File: src/rtl/multi_ch_threshold_blinker_pkg.sv
// Purpose: shared state encoding and default sizing for the threshold blinker.
// Latency: n/a (types and constants only).
// Backpressure: n/a (no flow control; samples are consumed every valid cycle).
package multi_ch_blink_pkg;

  typedef enum logic [1:0] {
    IDLE      = 2'b00,
    BLINK_ON  = 2'b01,
    BLINK_OFF = 2'b10
  } blink_state_t;

  localparam int DEF_NUM_CH = 4;
  localparam int DEF_DATA_W = 12;
  localparam int DEF_CNT_W  = 24;

  // Channel index width; a single channel still gets a 1-bit index.
  function automatic int ch_w(input int n);
    return (n > 1) ? $clog2(n) : 1;
  endfunction

endpackage

File: src/rtl/multi_ch_threshold_blinker_if.sv
// Purpose: ADC sample bus (valid, channel index, data) shared by producer and blinker.
// Latency: n/a (wires only).
// Backpressure: none; every cycle with adc_data_valid high carries one sample.
interface multi_ch_threshold_blinker_if #(
  parameter int NUM_CH = multi_ch_blink_pkg::DEF_NUM_CH,
  parameter int DATA_W = multi_ch_blink_pkg::DEF_DATA_W
);
  localparam int CH_W = multi_ch_blink_pkg::ch_w(NUM_CH);

  logic              adc_data_valid;
  logic [CH_W-1:0]   adc_ch;
  logic [DATA_W-1:0] adc_data;

  modport master (output adc_data_valid, output adc_ch, output adc_data);
  modport slave  (input  adc_data_valid, input  adc_ch, input  adc_data);
endinterface

File: src/rtl/multi_ch_threshold_blinker_channel.sv
// Purpose: one channel's IDLE/BLINK_ON/BLINK_OFF FSM with phase counter (sticky when BLINK_LATCH_EN).
// Latency: qualified sample at edge N drives led/alarm from the state registered at edge N.
// Backpressure: none; a decision is taken every cycle.
module blink_channel
  import multi_ch_blink_pkg::*;
#(
  parameter int CNT_W = DEF_CNT_W
) (
  input  logic             clk,
  input  logic             reset,
  input  logic             smp_vld,   // qualified sample for this channel
  input  logic             smp_hi,    // sample > thresh_hi
  input  logic             smp_lo,    // sample < thresh_lo
  input  logic             clear,
  input  logic [CNT_W-1:0] eff_half,  // phase length, never zero
  output logic             led,
  output logic             alarm
);

  blink_state_t     state_q, state_d;
  logic [CNT_W-1:0] cnt_q, cnt_d;
  logic             enter, leave, phase_end;

  // State and phase counter registers, asynchronously cleared.
  always_ff @(posedge clk or posedge reset) begin
    if (reset) begin
      state_q <= IDLE;
      cnt_q   <= '0;
    end else begin
      state_q <= state_d;
      cnt_q   <= cnt_d;
    end
  end

  // Next-state: entry on high sample, clear/hysteresis exit, phase toggling.
  always_comb begin
    state_d = state_q;
    cnt_d   = cnt_q;
    enter   = smp_vld && smp_hi;
`ifdef BLINK_LATCH_EN
    leave   = 1'b0;
`else
    leave   = smp_vld && smp_lo && !smp_hi;
`endif
    // >= so a shortened blink_half ends an over-long phase immediately.
    phase_end = (cnt_q >= (eff_half - CNT_W'(1)));
    case (state_q)
      IDLE: begin
        cnt_d = '0;
        if (enter) state_d = BLINK_ON;
      end
      BLINK_ON, BLINK_OFF: begin
        if ((clear && !enter) || leave) begin
          state_d = IDLE;
          cnt_d   = '0;
        end else if (phase_end) begin
          state_d = (state_q == BLINK_ON) ? BLINK_OFF : BLINK_ON;
          cnt_d   = '0;
        end else begin
          cnt_d = cnt_q + CNT_W'(1);
        end
      end
      default: begin
        state_d = IDLE;
        cnt_d   = '0;
      end
    endcase
  end

  // Outputs are pure decodes of the registered state.
  always_comb begin
    led   = (state_q == BLINK_ON);
    alarm = (state_q != IDLE);
  end

endmodule

File: src/rtl/multi_ch_threshold_blinker.sv
// Purpose: NUM_CH threshold alarms with blinking LEDs; sample decode + any_alarm (BLINK_LATCH_EN = sticky alarms).
// Latency: sample at edge N shows on led/alarm right after edge N; any_alarm same cycle as alarm.
// Backpressure: none; the blinker accepts a sample on every valid cycle.
module multi_ch_threshold_blinker
  import multi_ch_blink_pkg::*;
#(
  parameter int NUM_CH = DEF_NUM_CH,
  parameter int DATA_W = DEF_DATA_W,
  parameter int CNT_W  = DEF_CNT_W
) (
  input  logic                             clk,
  input  logic                             reset,
  multi_ch_threshold_blinker_if.slave      adc,
  input  logic [DATA_W-1:0]                thresh_hi,
  input  logic [DATA_W-1:0]                thresh_lo,
  input  logic [CNT_W-1:0]                 blink_half,
  input  logic [NUM_CH-1:0]                clear,
  output logic [NUM_CH-1:0]                led,
  output logic [NUM_CH-1:0]                alarm,
  output logic                             any_alarm
);

  localparam int CH_W = ch_w(NUM_CH);

  logic             smp_hi, smp_lo;
  logic [CNT_W-1:0] eff_half;

  // Threshold compares and phase length are shared by all channels.
  always_comb begin
    smp_hi   = (adc.adc_data > thresh_hi);
    smp_lo   = (adc.adc_data < thresh_lo);
    eff_half = (blink_half == '0) ? CNT_W'(1) : blink_half;
  end

  // Out-of-range channel indices match no instance and are dropped.
  for (genvar k = 0; k < NUM_CH; k++) begin : g_ch
    blink_channel #(.CNT_W(CNT_W)) u_ch (
      .clk      (clk),
      .reset    (reset),
      .smp_vld  (adc.adc_data_valid && (adc.adc_ch == CH_W'(k))),
      .smp_hi   (smp_hi),
      .smp_lo   (smp_lo),
      .clear    (clear[k]),
      .eff_half (eff_half),
      .led      (led[k]),
      .alarm    (alarm[k])
    );
  end

  // Summary flag, decoded from the registered per-channel alarms.
  always_comb begin
    any_alarm = |alarm;
  end

endmodule

File: src/flat_wrapper.sv
// flat-port wrapper written by rule: the top's interface ports become plain ports
module multi_ch_threshold_blinker_flat import multi_ch_blink_pkg::*;
#(
  parameter int NUM_CH = DEF_NUM_CH,
  parameter int DATA_W = DEF_DATA_W,
  parameter int CNT_W  = DEF_CNT_W
)
  (clk, reset, thresh_hi, thresh_lo, blink_half, clear, led, alarm, any_alarm, adc_adc_data_valid, adc_adc_ch, adc_adc_data);
  multi_ch_threshold_blinker_if #(.NUM_CH(NUM_CH), .DATA_W(DATA_W)) adc_i ();
  input  logic clk;
  input  logic reset;
  input  logic [DATA_W-1:0] thresh_hi;
  input  logic [DATA_W-1:0] thresh_lo;
  input  logic [CNT_W-1:0] blink_half;
  input  logic [NUM_CH-1:0] clear;
  output logic [NUM_CH-1:0] led;
  output logic [NUM_CH-1:0] alarm;
  output logic any_alarm;
  input wire logic [$bits(adc_i.adc_data_valid)-1:0] adc_adc_data_valid;
  input wire logic [$bits(adc_i.adc_ch)-1:0] adc_adc_ch;
  input wire logic [$bits(adc_i.adc_data)-1:0] adc_adc_data;
  assign adc_i.adc_data_valid = adc_adc_data_valid;
  assign adc_i.adc_ch = adc_adc_ch;
  assign adc_i.adc_data = adc_adc_data;
  multi_ch_threshold_blinker #(.NUM_CH(NUM_CH), .DATA_W(DATA_W), .CNT_W(CNT_W)) u_core (.clk(clk), .reset(reset), .adc(adc_i), .thresh_hi(thresh_hi), .thresh_lo(thresh_lo), .blink_half(blink_half), .clear(clear), .led(led), .alarm(alarm), .any_alarm(any_alarm));
endmodule
File: config.mk
export PLATFORM = sky130hd
export DESIGN_NAME = multi_ch_threshold_blinker_flat
export DESIGN_NICKNAME = d
export VERILOG_FILES = /design/src/rtl/multi_ch_threshold_blinker_pkg.sv /design/src/rtl/multi_ch_threshold_blinker_if.sv /design/src/rtl/multi_ch_threshold_blinker_channel.sv /design/src/rtl/multi_ch_threshold_blinker.sv /design/src/flat_wrapper.sv
export SDC_FILE = /design/constraint.sdc
export NUM_CORES = 1
export LEC_CHECK = 0
export BUFFER_PORTS_ARGS = -buffer_cell sky130_fd_sc_hd__buf_2
export CORE_UTILIZATION = 35
export CTS_CLUSTER_DIAMETER = 100
export CTS_CLUSTER_SIZE = 16
export DETAILED_ROUTE_END_ITERATION = 7
export GPL_ROUTABILITY_DRIVEN = 0
export HOLD_SLACK_MARGIN = 0.02
export SETUP_SLACK_MARGIN = 0.3
export SLEW_MARGIN = 20
export SYNTH_ARGS = -nofsm -noshare
export SYNTH_HDL_FRONTEND = slang
export SYNTH_SLANG_ARGS = --single-unit
File: constraint.sdc
create_clock -name clk -period 5.35 [get_ports clk]
set_input_delay 0.8025 -clock clk [delete_from_list [all_inputs] [get_ports clk]]
set_output_delay 0.8025 -clock clk [all_outputs]
set_load 0.005 [all_outputs]
After elaboration in Yosys (flattened, before gate mapping)
Index checks and enable logic that the tools add are counted.
{"block": "totals", "ff_bits": 104, "in_bits": 69, "output_inout_bits": 9}
{"block": "classes", "add_sub_neg": 5, "n_lt_le_gt_ge": 6, "n_eq_ne": 19, "mux": 33, "n_reduce_logical": 48}
{"cell": "$mux 24", "count": 13}
{"cell": "$add 24x1->24 const B", "count": 4}
{"cell": "$ge 24x24->1", "count": 4}
{"cell": "$mux 2", "count": 16}
{"cell": "$logic_not 24->1", "count": 1}
{"cell": "$sub 24x1->24 const B", "count": 1}
{"cell": "$logic_and 1x1->1", "count": 20}
{"cell": "$pmux 2 s2", "count": 4}
{"cell": "$eq 2x2->1 const B", "count": 6}
{"cell": "$gt 12x12->1", "count": 1}
{"cell": "$lt 12x12->1", "count": 1}
{"cell": "$ne 3x3->1 const B", "count": 4}
{"cell": "$eq 2x1->1 const B", "count": 5}
{"cell": "$logic_not 2->1", "count": 5}
{"cell": "$ne 2x2->1 const B", "count": 4}
{"cell": "$reduce_and 2->1", "count": 4}
{"cell": "$reduce_bool 2->1", "count": 4}
{"cell": "$reduce_or 2->1", "count": 4}
{"cell": "$logic_not 1->1", "count": 5}
{"cell": "$logic_or 1x1->1", "count": 4}
{"cell": "$reduce_or 4->1", "count": 1}

Longest topological paths before layout
Gate-level depths: netlist of the first run.
{"block": "logic_depth", "depth_word": 8, "mapped_depth": 22}

By module
Synthesis of the first run repeated with hierarchy kept, for this count alone.
{"block": "hier_totals", "hier_cells": 1127, "hier_area_um2": 9656.8}
{"module": "blink_channel (u_core.g_ch[0].u_ch ...)", "n_inst": 3, "cells_per_inst": 255, "area_each_um2": 2179.6, "seq_area_each_um2": 650.6}
{"module": "blink_channel (u_core.g_ch[1].u_ch)", "n_inst": 1, "cells_per_inst": 247, "area_each_um2": 2359.8, "seq_area_each_um2": 650.6}
{"module": "multi_ch_threshold_blinker", "n_inst": 1, "cells_per_inst": 115, "area_each_um2": 758.2, "seq_area_each_um2": 0.0}

Least setup slack after synthesis of the first run
OpenSTA, ideal clock, no wires.
{"block": "synth_path", "kind": "input to register", "startpoint": "input port blink_half[7]", "endpoint": "register u_core.g_ch[2].u_ch.state_q[1]", "setup_ns": 0.122, "arrival_time_ns": 5.195, "path_slack_ns": 0.034, "path_stages": 21, "n_path_buf": 3, "path_cell_list": "or4_1 buf_2 nor3_4 nand2_1 nor2_1 nor2_1 ha_1 or4b_1 clkbuf_1 or4_4 nor2_1 xnor2_1 ha_1 and4_1 a221o_1 a221oi_1 a221oi_2 a311o_2 or2_1 buf_4 a32o_1"}
{"block": "synth_between", "elab_chain_cells": 6}
{"item": "start, declared", "line": "flat_wrapper.sv:14", "source": "input logic [CNT_W-1:0] blink_half;"}
{"item": "$logic_not 24->1", "line": "multi_ch_threshold_blinker.sv:32", "source": "eff_half = (blink_half == '0) ? CNT_W'(1) : blink_half;"}
{"item": "$mux 24 *", "line": "multi_ch_threshold_blinker.sv:32"}
{"item": "$sub 24x1->24 *", "line": "multi_ch_threshold_blinker_channel.sv:46", "source": "phase_end = (cnt_q >= (eff_half - CNT_W'(1)));"}
{"item": "$ge 24x24->1 *", "line": "multi_ch_threshold_blinker_channel.sv:46"}
{"item": "$ne 3x3->1 (no source line) *"}
{"item": "$reduce_and 2->1 (no source line) *"}
{"item": "end signal, assigned", "line": "multi_ch_threshold_blinker_channel.sv:30", "source": "state_q <= state_d;"}
{"item": "end, declared", "line": "multi_ch_threshold_blinker_channel.sv:20", "source": "blink_state_t state_q, state_d;"}
Every way passes the cells marked *; elsewhere a longest branch is shown, timed or not.
A chain may end at the register's enable or synchronous reset.

Worst setup path after layout of the first run
{"block": "layout_path", "startpoint": "input port blink_half[5]", "endpoint": "register u_core.g_ch[1].u_ch.state_q[0]"}
{"block": "layout_between", "elab_chain_cells": 6}
{"item": "$logic_not 24->1", "line": "multi_ch_threshold_blinker.sv:32"}
{"item": "$mux 24 *", "line": "multi_ch_threshold_blinker.sv:32"}
{"item": "$sub 24x1->24 *", "line": "multi_ch_threshold_blinker_channel.sv:46"}
{"item": "$ge 24x24->1 *", "line": "multi_ch_threshold_blinker_channel.sv:46"}
{"item": "$ne 3x3->1 (no source line) *"}
{"item": "$reduce_and 2->1 (no source line) *"}
{"item": "end signal, assigned", "line": "multi_ch_threshold_blinker_channel.sv:30"}
{"item": "end, declared", "line": "multi_ch_threshold_blinker_channel.sv:20"}
Marks and branches as above.

==> impl_metrics.ini, run 1 <==
[outcome]
outcome = finished clean

[detailed_routing]
detail_route.iter0.violations = 270
drc = 0
final_antenna_net_count = 0
vias = 6760
average_routed_wire_per_standard_cell_um = 14.6
drt_first_pass_iters = 4
route.final.wire_length_mm = 19.8
viasPerCell = 5.00

[setup_path]
worstPathRequired_ns = 5.59
arrival_ns = 5.04
cp_num_cells = 20
critical_path.endpoint_type = flip-flop
setup.worst_path.start_class = input pin
slowest_stage = sky130_fd_sc_hd__or4_4
timing.critical_path.slowest_cell_delay_ns = 0.56
worstSetupPathType = input pin to flip-flop
worstPathCellList = buf_2 > or4_4 > nor3_4 > nand2_1 > nor2_2 > nor2_2 > ha_2 > or4b_1 > nor2_1 > xnor2_2 > ha_1 > a2111oi_1 > nand2_1 > a31oi_2 > o21ai_1 > maj3_2 > o2111ai_2 > and3_1 > o31ai_1 > a221o_1
logic_depth_of_the_worst_register_to_register_path = 11
crit_family = simple AND/OR/NAND/NOR gates
worstPathMaxFanout = 5
sum_of_buffers_and_inverters_on_the_critical_path = 1

[global_routing]
grt_pass1_vias = 6777
global_route_wire_length_before_repair_mm = 33.0
globalRouteOverflowTotal = 0
grt_util_all_layers_pct = 17.3
maximum_number_of_pins_on_one_net_before_global_route_repair = 61
initial_antenna_violation_count = 2

[layout]
layoutNonFillerInstCount = 1351
post-route-cell-area_sq_um = 9570
final_net_count = 1228
area_growth_pct = 15.7
final_layout_size_suffix_gt1_share_pct = 15.0

[synthesis]
asyncSetResetFlopFracSynth_pct = 100
mappedNetlistArea_sq_um = 8270
ys_warn_count = 0
postSynthCellCount = 928
ys_seq_elements = 104
synth_cell_type_count = 67
ys.flop_type = sky130_fd_sc_hd__dfrtp_1
syn_area_per_cell_sq_um = 8.91
seq_total_area_yosys_pct = 31.5
syn-num-nets = 1125
number_of_enable_type_register_cells_in_the_synthesized_netlist = 0

[sta]
rsz_0062_raised_after_global_routing = no
final-max-slew-violation-count = 0
setup_slack_ns = 0.547
post-route-period-util_pct = 89.8
finalClockSkew_ns = 0.0105
period_minus_slack_ns = 4.80
slew-limit-headroom_pct = 48.8
max_freq_ghz = 0.208
timing_hold_violations_final = 0
setup_viol = 0
transition_time_at_the_pin_with_the_least_slew_margin_ns = 0.767

[clocking]
tritoncts_clock_tree = yes
cts-htree-levels = 3
cts-buffers-inserted = 9
clock-root-buffer = sky130_fd_sc_hd__clkbuf_16
clockBufferDepth = 2
insertion_delay_ns = 0.36
path_clk_slew_ns = 0.07
postCtsHoldBufs = 0
clock_sinks = 104

[placement]
placed_cells_incl_taps = 1332
port_buffers = 77
placed_cell_area_sq_um = 9240
place_hpwl_mm = 16.0
detailedPlace.worstSlack_ns = -0.0302

[floorplanning]
die_area_sq_um = 24200
floorplan.initialDensity_pct = 36.1
die_w_um = 156
die_h_um = 156
fp.coreArea_sq_um = 22900
placementRows = 55
io-pin-count = 78

[flow_run]
timing.max_cap.violations = 0

[pwr]
ir_drop_uv = 131
leakagePower_nw = 4.55
p_per_area_nw_per_um2 = 225

[worst_hold_path]
hp-class = flip-flop to flip-flop
whs_path_depth = 1
cells in the final DEF (no fill, tap or decap), types with 17 or more instances in the layout:
master,Yosys,layout
sky130_fd_sc_hd__buf_2,10,77
sky130_fd_sc_hd__xor2_1,61,58
sky130_fd_sc_hd__dfrtp_1,104,104
sky130_fd_sc_hd__nand3_1,56,56
sky130_fd_sc_hd__xnor2_1,45,43
sky130_fd_sc_hd__a21oi_1,33,33
sky130_fd_sc_hd__nand2_1,58,58
sky130_fd_sc_hd__and3_1,34,34
sky130_fd_sc_hd__nor2_1,150,147
sky130_fd_sc_hd__ha_1,128,127
sky130_fd_sc_hd__nand4_1,17,17
sky130_fd_sc_hd__buf_4,9,33
sky130_fd_sc_hd__o21ai_0,25,23
sky130_fd_sc_hd__inv_1,52,51
area by class of cell:
type | count | area [sq um]
clock inverters | 5 | 32.5
flip-flops and latches | 104 | 2600
well taps | 313 | 392
fillers | 2292 | 13300
repair buffers | 112 | 673
diodes | 2 | 5.00
inverters | 52 | 198
clock buffers | 11 | 243
multi-input cells | 752 | 5430
metal layers:
layer  wire length (um)  track usage [%]  share of wire (%)  vias to the layer above
met3                403             2.50                2.0                       29
met1               9170             21.7                 46                     3202
met2               9730             30.5                 49                       51
li1                   -                -                  -                     3478
met4                467             6.02                2.4                        0
met5                  0                0                  0                        -
what timing repair did:
action | 4_1_cts | 5_1_grt
pin swaps | 0 | 1
setup buffers | 0 | 1
setup endpoints to repair | 1 | 51
resized for setup | 1 | 10
path summary, 6_finish.rpt:
check,slack (ns),startpoint,to
setup / recovery,0.55,blink_half[5],u_core.g_ch[1].u_ch.state_q[0]
hold / removal,0.52,u_core.g_ch[2].u_ch.cnt_q[0],u_core.g_ch[2].u_ch.cnt_q[0]
setup reg to reg,2.42,u_core.g_ch[3].u_ch.cnt_q[0],u_core.g_ch[3].u_ch.state_q[0]
min in group asynchronous,0.59,reset,u_core.g_ch[3].u_ch.cnt_q[23]
hold reg to reg,0.52,u_core.g_ch[2].u_ch.cnt_q[0],u_core.g_ch[2].u_ch.cnt_q[0]
max in group asynchronous,3.69,reset,u_core.g_ch[2].u_ch.cnt_q[5]
synth_stat cells (15+ instances only):
cell	instances	area, sq um
sky130_fd_sc_hd__o21ai_0	25	125
sky130_fd_sc_hd__dfrtp_1	104	2600
sky130_fd_sc_hd__inv_1	52	195
sky130_fd_sc_hd__a21o_1	15	113
sky130_fd_sc_hd__ha_1	128	1600
sky130_fd_sc_hd__nand2_1	58	218
sky130_fd_sc_hd__and3_1	34	213
sky130_fd_sc_hd__xor2_1	61	534
sky130_fd_sc_hd__xnor2_1	45	394
sky130_fd_sc_hd__a21oi_1	33	165
sky130_fd_sc_hd__nor2_1	150	563
sky130_fd_sc_hd__nand4_1	17	106
sky130_fd_sc_hd__nand3_1	56	280
registers in the layout, indices dropped and copies added, names as in the netlist:
| register | count |
|---|---|
| u_core.g_ch.u_ch.cnt_q | 96 |
| u_core.g_ch.u_ch.state_q | 8 |
report_power, final:
| part | internal [mW] | leakage (nW) | switching [mW] |
|---|---|---|---|
| logic | 0.266 | 2.97 | 0.395 |
| registers | 0.823 | 1.45 | 0.0433 |
| clock network | 0.327 | 0.128 | 0.300 |
| total | 1.42 | 4.55 | 0.739 |
through the flow:
stage	hold WS (ns)	power, mW	util (%)	TNS (ns)
after floorplan	0.466	1.33	-	0
after global placement	0.499	1.54	40.3	0
after detailed placement	0.512	1.55	40.3	-0.0302
after CTS	0.523	2.18	41.5	0
after global routing	0.569	2.30	41.8	0
final	0.520	2.15	41.8	0
logic make-up (layout without fill, tap and decap cells):
kind of cell	count (synthesis)	in the layout	share of synthesized area, %
flops	104	104	31.5
compound gates	134	134	11.0
mux	2	2	0.242
fa+ha+maj	131	131	19.7
buf+inv	72	180	3.83
other cells	0	2	0
simple gates	379	379	22.5
xor+xnor	106	106	11.2
(Power assumes the default switching activity.)
==> run 2, diff against run 1 <==
- REMOVE_ABC_BUFFERS: default -> 1
==> run 2 against run 1 <==
Non-clock buffer count increased by 5. Hold slack got worse by 0.019 ns. Clock skew increased by 0.0018 ns. Register-to-register slack got worse by 0.03 ns.
==> impl_metrics.ini, run 2 (synthesis results as in run 1) <==
[sta]
hold-worst-slack_ns = 0.501
max_freq_ghz = 0.205
setup_viol = 0
rsz_0062_raised_after_global_routing = no
finalClockSkew_ns = 0.0123
final-max-slew-violation-count = 0
setup_slack_ns = 0.460
transition_time_at_the_pin_with_the_least_slew_margin_ns = 0.881
timing_hold_violations_final = 0
post-route-period-util_pct = 91.4
period_minus_slack_ns = 4.89
slew-limit-headroom_pct = 41.3

[setup_path]
cp-endpoint = u_core.g_ch[2].u_ch.cnt_q[14]
logic_depth_of_the_worst_register_to_register_path = 10
timing.critical_path.slowest_cell_delay_ns = 0.50
worstPathCellList = buf_2 > nor4_2 > nand3_1 > nor2_1 > nor2_1 > ha_1 > or4b_4 > or4_4 > nor2_1 > xnor2_1 > ha_1 > and4_1 > a221o_1 > a221oi_2 > a221oi_2 > a311o_2 > or2_1 > buf_12 > nor2_1
slowest_stage = sky130_fd_sc_hd__or4b_4
worstPathMaxFanout = 24
worst_setup_path_startpoint = blink_half[13]
critical_path.most_common_cell = sky130_fd_sc_hd__nor2_1
arrival_ns = 5.17
setup.worst_path.start_class = input pin
worstPathRequired_ns = 5.63
worstSetupPathType = input pin to flip-flop
crit-reg2reg-launch = u_core.g_ch[2].u_ch.cnt_q[13]
reg2reg_setup_slack_ns = 2.39
critical_path.endpoint_type = flip-flop
worst_r2r_dst = u_core.g_ch[2].u_ch.cnt_q[14]

[detailed_routing]
vias = 6839
viasPerCell = 5.05
detail_route.iter0.violations = 237
average_routed_wire_per_standard_cell_um = 14.6
route.final.wire_length_mm = 19.8
final_antenna_net_count = 0
drt_first_pass_iters = 5
drc = 0

[layout]
final_net_count = 1233
layoutNonFillerInstCount = 1355
final_layout_size_suffix_gt1_share_pct = 14.6
area_growth_pct = 15.9
layout.cells.most_common_list = sky130_fd_sc_hd__nor2_1, sky130_fd_sc_hd__ha_1, sky130_fd_sc_hd__dfrtp_1
final_common_cell = sky130_fd_sc_hd__nor2_1
number_of_flip_flops_under_the_largest_register_name = 96
max_flop_register = u_core.g_ch.u_ch.cnt_q
post-route-cell-area_sq_um = 9590
final_core_util_pct = 41.8
layout_top_registers = u_core.g_ch.u_ch.cnt_q (96), u_core.g_ch.u_ch.state_q (8)

[clocking]
tritoncts_clock_tree = yes
cts-buffers-inserted = 9
insertion_delay_ns = 0.36
clockBufferDepth = 2
cts-htree-levels = 3
clock_sinks = 104
clock-root-buffer = sky130_fd_sc_hd__clkbuf_16
path_clk_slew_ns = 0.07

[placement]
detailedPlace.worstSlack_ns = -0.118
placed_cells_incl_taps = 1337
port_buffers = 77
placed_cell_area_sq_um = 9250
place_hpwl_mm = 15.8

[pwr]
leakagePower_nw = 4.57
p_per_area_nw_per_um2 = 228
ir_drop_uv = 152

[global_routing]
global_route_wire_length_before_repair_mm = 32.9
initial_antenna_violation_count = 0
grt_pass1_vias = 6584
grt_util_all_layers_pct = 17.1
globalRouteOverflowTotal = 0
maximum_number_of_pins_on_one_net_before_global_route_repair = 69

[outcome]
outcome = finished clean

[floorplanning]
io-pin-count = 78
floorplan.initialDensity_pct = 36.1
fp.coreArea_sq_um = 22900
die_h_um = 156
die_w_um = 156
placementRows = 55
die_area_sq_um = 24200

[flow_run]
timing.max_cap.violations = 0

[worst_hold_path]
hp-class = flip-flop to flip-flop
run 2: cell count changes in the layout (fill, tap and decap cells not counted), sizes merged:
cell      delta
buf          +5
clkbuf       +3
clkinvlp     -2
clkinv       -1
diode        -1
run 2: through the flow:
step | power [mW] | setup TNS (ns)
after floorplan | 1.27 | -0.378
after global routing | 2.34 | 0
after CTS | 2.22 | 0
after global placement | 1.55 | 0
after detailed placement | 1.55 | -0.294
final | 2.19 | 0
run 2: layer usage:
metal  GRT usage (%)  vias to the layer above  wire, um
met4            3.92                        0       231
met3            3.39                       15      1060
li1                -                     3481         -
met5               0                        -         0
met1            23.3                     3183      9780
met2            27.8                      160      8780
run 2: timing repair:
action,CTS,global route
resized for setup,1,8
hold buffers,0,0
pin swaps,0,1
cloned,0,0
endpoints found under the setup margin,1,75
setup buffers,0,1
run 2: critical path, delay by kind of cell:
family                   cells  cell delay [ns]
adder cells (fa/ha/maj)      2             0.48
AO/OA/AOI/OAI                4             1.22
AND/OR/NAND/NOR             10             2.13
XOR/XNOR                     1             0.18
buffers and inverters        2             0.34
run 2: worst min-delay path by stage:
stage / from / endpoint / slack, ns / cells after the start
floorplan: u_core.g_ch[2].u_ch.cnt_q[0] / u_core.g_ch[2].u_ch.cnt_q[0] / 0.47 / 1
finish: u_core.g_ch[2].u_ch.cnt_q[0] / u_core.g_ch[2].u_ch.cnt_q[0] / 0.50 / 1
global placement: u_core.g_ch[2].u_ch.cnt_q[0] / u_core.g_ch[2].u_ch.cnt_q[0] / 0.49 / 1
global route: u_core.g_ch[2].u_ch.cnt_q[0] / u_core.g_ch[2].u_ch.cnt_q[0] / 0.55 / 1
detailed placement: u_core.g_ch[2].u_ch.cnt_q[0] / u_core.g_ch[2].u_ch.cnt_q[0] / 0.50 / 1
CTS: u_core.g_ch[2].u_ch.cnt_q[0] / u_core.g_ch[2].u_ch.cnt_q[0] / 0.51 / 1
run 2: report_power, final:
group          internal [mW]  switching [mW]  total (mW)
Sequential             0.823          0.0431       0.866
Clock                  0.354           0.296       0.650
Combinational          0.274           0.399       0.673
run 2: area by class of cell:
| class | instances | area, sq um |
|---|---|---|
| Fill cell | 2274 | 13300 |
| Multi-Input combinational cell | 752 | 5400 |
| Sequential cell | 104 | 2600 |
| Timing Repair Buffer | 117 | 711 |
| Tap cell | 313 | 392 |
| Clock buffer | 14 | 274 |
| Inverter | 52 | 198 |
| Clock inverter | 2 | 12.5 |
| Antenna cell | 1 | 2.50 |
==> run 3, diff against run 2 <==
- PLACE_DENSITY: default -> 0.5
==> run 3 against run 2 <==
Total power increased by 1.9%. Count of clock-buffer cells in the layout down 5. Sequential share of layout area about the same. Clock power is 7.8% higher. Critical path depth rose by 3. Global-route usage up 0.35 points. Register-to-register slack hardly changed. Clock skew fell by 0.00094 ns. Non-clock buffer count is 3 lower. Maximum frequency grew 1.5%. Worst setup slack improved by 0.071 ns. Largest power group unchanged. Highest routed layer is now met5.
==> impl_metrics.ini, run 3 (synthesis results as in run 1) <==
[detailed_routing]
detail_route.iter0.violations = 341
viasPerCell = 4.97
average_routed_wire_per_standard_cell_um = 14.9
vias = 6702
route.final.wire_length_mm = 20.1
drt_first_pass_iters = 4
final_antenna_net_count = 0
drc = 0

[global_routing]
globalRouteOverflowTotal = 0
initial_antenna_violation_count = 2
global_route_wire_length_before_repair_mm = 33.1
maximum_number_of_pins_on_one_net_before_global_route_repair = 62
grt_util_all_layers_pct = 17.5
grt_pass1_vias = 6508

[setup_path]
worstPathRequired_ns = 5.59
arrival_ns = 5.06
worst_setup_path_startpoint = blink_half[6]
worstPathMaxFanout = 4
worstSetupPathType = input pin to flip-flop
crit-reg2reg-launch = u_core.g_ch[1].u_ch.cnt_q[6]
setup.worst_path.start_class = input pin
critical_path.endpoint_type = flip-flop

[sta]
transition_time_at_the_pin_with_the_least_slew_margin_ns = 0.796
final-max-slew-violation-count = 0
finalClockSkew_ns = 0.0113
post-route-period-util_pct = 90.1
setup_viol = 0
period_minus_slack_ns = 4.82
slew-limit-headroom_pct = 47.0
max_freq_ghz = 0.208
timing_hold_violations_final = 0
hold-worst-slack_ns = 0.503
rsz_0062_raised_after_global_routing = yes

[clocking]
path_clk_slew_ns = 0.07
cts-buffers-inserted = 9
clock_sinks = 104
clockBufferDepth = 2
tritoncts_clock_tree = yes
postCtsHoldBufs = 0
insertion_delay_ns = 0.35
cts-htree-levels = 3
clock-root-buffer = sky130_fd_sc_hd__clkbuf_16

[floorplanning]
die_h_um = 156
floorplan.initialDensity_pct = 36.1
die_w_um = 156
io-pin-count = 78
placementRows = 55
fp.coreArea_sq_um = 22900
die_area_sq_um = 24200

[worst_hold_path]
worstHoldStart = u_core.g_ch[2].u_ch.cnt_q[0]
hp-class = flip-flop to flip-flop

[layout]
layout_top_registers = u_core.g_ch.u_ch.cnt_q (96), u_core.g_ch.u_ch.state_q (8)
area_growth_pct = 15.8
final_layout_size_suffix_gt1_share_pct = 14.4
layoutNonFillerInstCount = 1349
final_core_util_pct = 41.8
n_fill_cell = 2300
final_common_cell = sky130_fd_sc_hd__nor2_1
number_of_flip_flops_under_the_largest_register_name = 96
final_net_count = 1230
max_flop_register = u_core.g_ch.u_ch.cnt_q
layout.cells.most_common_list = sky130_fd_sc_hd__nor2_1, sky130_fd_sc_hd__ha_1, sky130_fd_sc_hd__dfrtp_1

[pwr]
internal_power_mw = 1.49
ir_drop_uv = 152
switch_pwr_mw = 0.736
clock_power_share_pct = 31.4
leakagePower_nw = 4.57
sequentialPowerShare_pct = 38.8
combPwrFrac_pct = 29.8
power.share.switching_pct = 33.0
p_per_area_nw_per_um2 = 233

[outcome]
outcome = finished clean

[placement]
placed_cells_incl_taps = 1335
place_hpwl_mm = 16.2
port_buffers = 77

[flow_run]
timing.max_cap.violations = 0
[run 3: per-stage QoR]
step	setup WS [ns]	TNS (ns)	area, sq um	total power [mW]
final	0.532	0	9580	2.23
after global routing	0.243	0	9580	2.38
after CTS	0.374	0	9530	2.27
after detailed placement	-0.0178	-0.0178	9230	1.55
after global placement	0.0142	0	9230	1.55
after floorplan	-0.245	-0.378	8150	1.27
[run 3: final cells by class]
class	instances	area [sq um]	area share (%)
clock inverters	4	72.6	0.758
repair buffers	114	688	7.18
inverters	52	198	2.06
clock buffers	9	225	2.35
well taps	313	392	4.09
diodes	1	2.50	0.0261
flip-flops and latches	104	2600	27.2
multi-input cells	752	5400	56.4
[run 3: layer usage]
layer	GRT usage, %	vias to the layer above	wire length (um)
li1	-	3476	-
met1	24.2	3083	10100
met2	28.0	127	8870
met3	2.94	14	862
met4	4.58	2	209
met5	0	-	8
[run 3: worst max-delay path, stage by stage]
cell	delay [ns]
sky130_fd_sc_hd__buf_2	0.15
sky130_fd_sc_hd__or4_4	0.16
sky130_fd_sc_hd__nor3_4	0.04
sky130_fd_sc_hd__nand2_1	0.08
sky130_fd_sc_hd__nor2_1	0.06
sky130_fd_sc_hd__nor2_1	0.12
sky130_fd_sc_hd__ha_1	0.18
sky130_fd_sc_hd__or4b_4	0.49
sky130_fd_sc_hd__or4_4	0.48
sky130_fd_sc_hd__nor2_1	0.14
sky130_fd_sc_hd__xnor2_1	0.15
sky130_fd_sc_hd__buf_4	0.17
sky130_fd_sc_hd__ha_1	0.26
sky130_fd_sc_hd__a21oi_2	0.15
sky130_fd_sc_hd__a21oi_1	0.07
sky130_fd_sc_hd__a211oi_1	0.20
sky130_fd_sc_hd__o21ai_1	0.11
sky130_fd_sc_hd__maj3_2	0.35
sky130_fd_sc_hd__o2111ai_4	0.24
sky130_fd_sc_hd__and3_1	0.23
sky130_fd_sc_hd__o31ai_1	0.08
sky130_fd_sc_hd__a221o_1	0.34
[run 3: power groups by stage]
stage / registers (mW) / logic, mW / clock network (mW)
4_1_cts: 0.865 / 0.671 / 0.730
2_1_floorplan: 0.868 / 0.397 / 0
6_report: 0.865 / 0.665 / 0.701
3_5_place_dp: 0.880 / 0.667 / 0
3_3_place_gp: 0.881 / 0.672 / 0
5_1_grt: 0.871 / 0.756 / 0.756
[run 3: worst paths after layout]
kind / to / slack (ns) / depth (start not counted)
setup / recovery: u_core.g_ch[1].u_ch.state_q[0] / 0.53 / 22
hold / removal: u_core.g_ch[2].u_ch.cnt_q[0] / 0.50 / 1
setup reg to reg: u_core.g_ch[1].u_ch.state_q[0] / 2.39 / 10
hold reg to reg: u_core.g_ch[2].u_ch.cnt_q[0] / 0.50 / 1
max in group asynchronous: u_core.g_ch[2].u_ch.cnt_q[1] / 3.65 / 3
min in group asynchronous: u_core.g_ch[1].u_ch.state_q[0] / 0.60 / 2
[run 3: timing repair]
action                     CTS  global route
setup endpoints to repair    0            78
buffers inserted             0             0
resized for setup            0            10
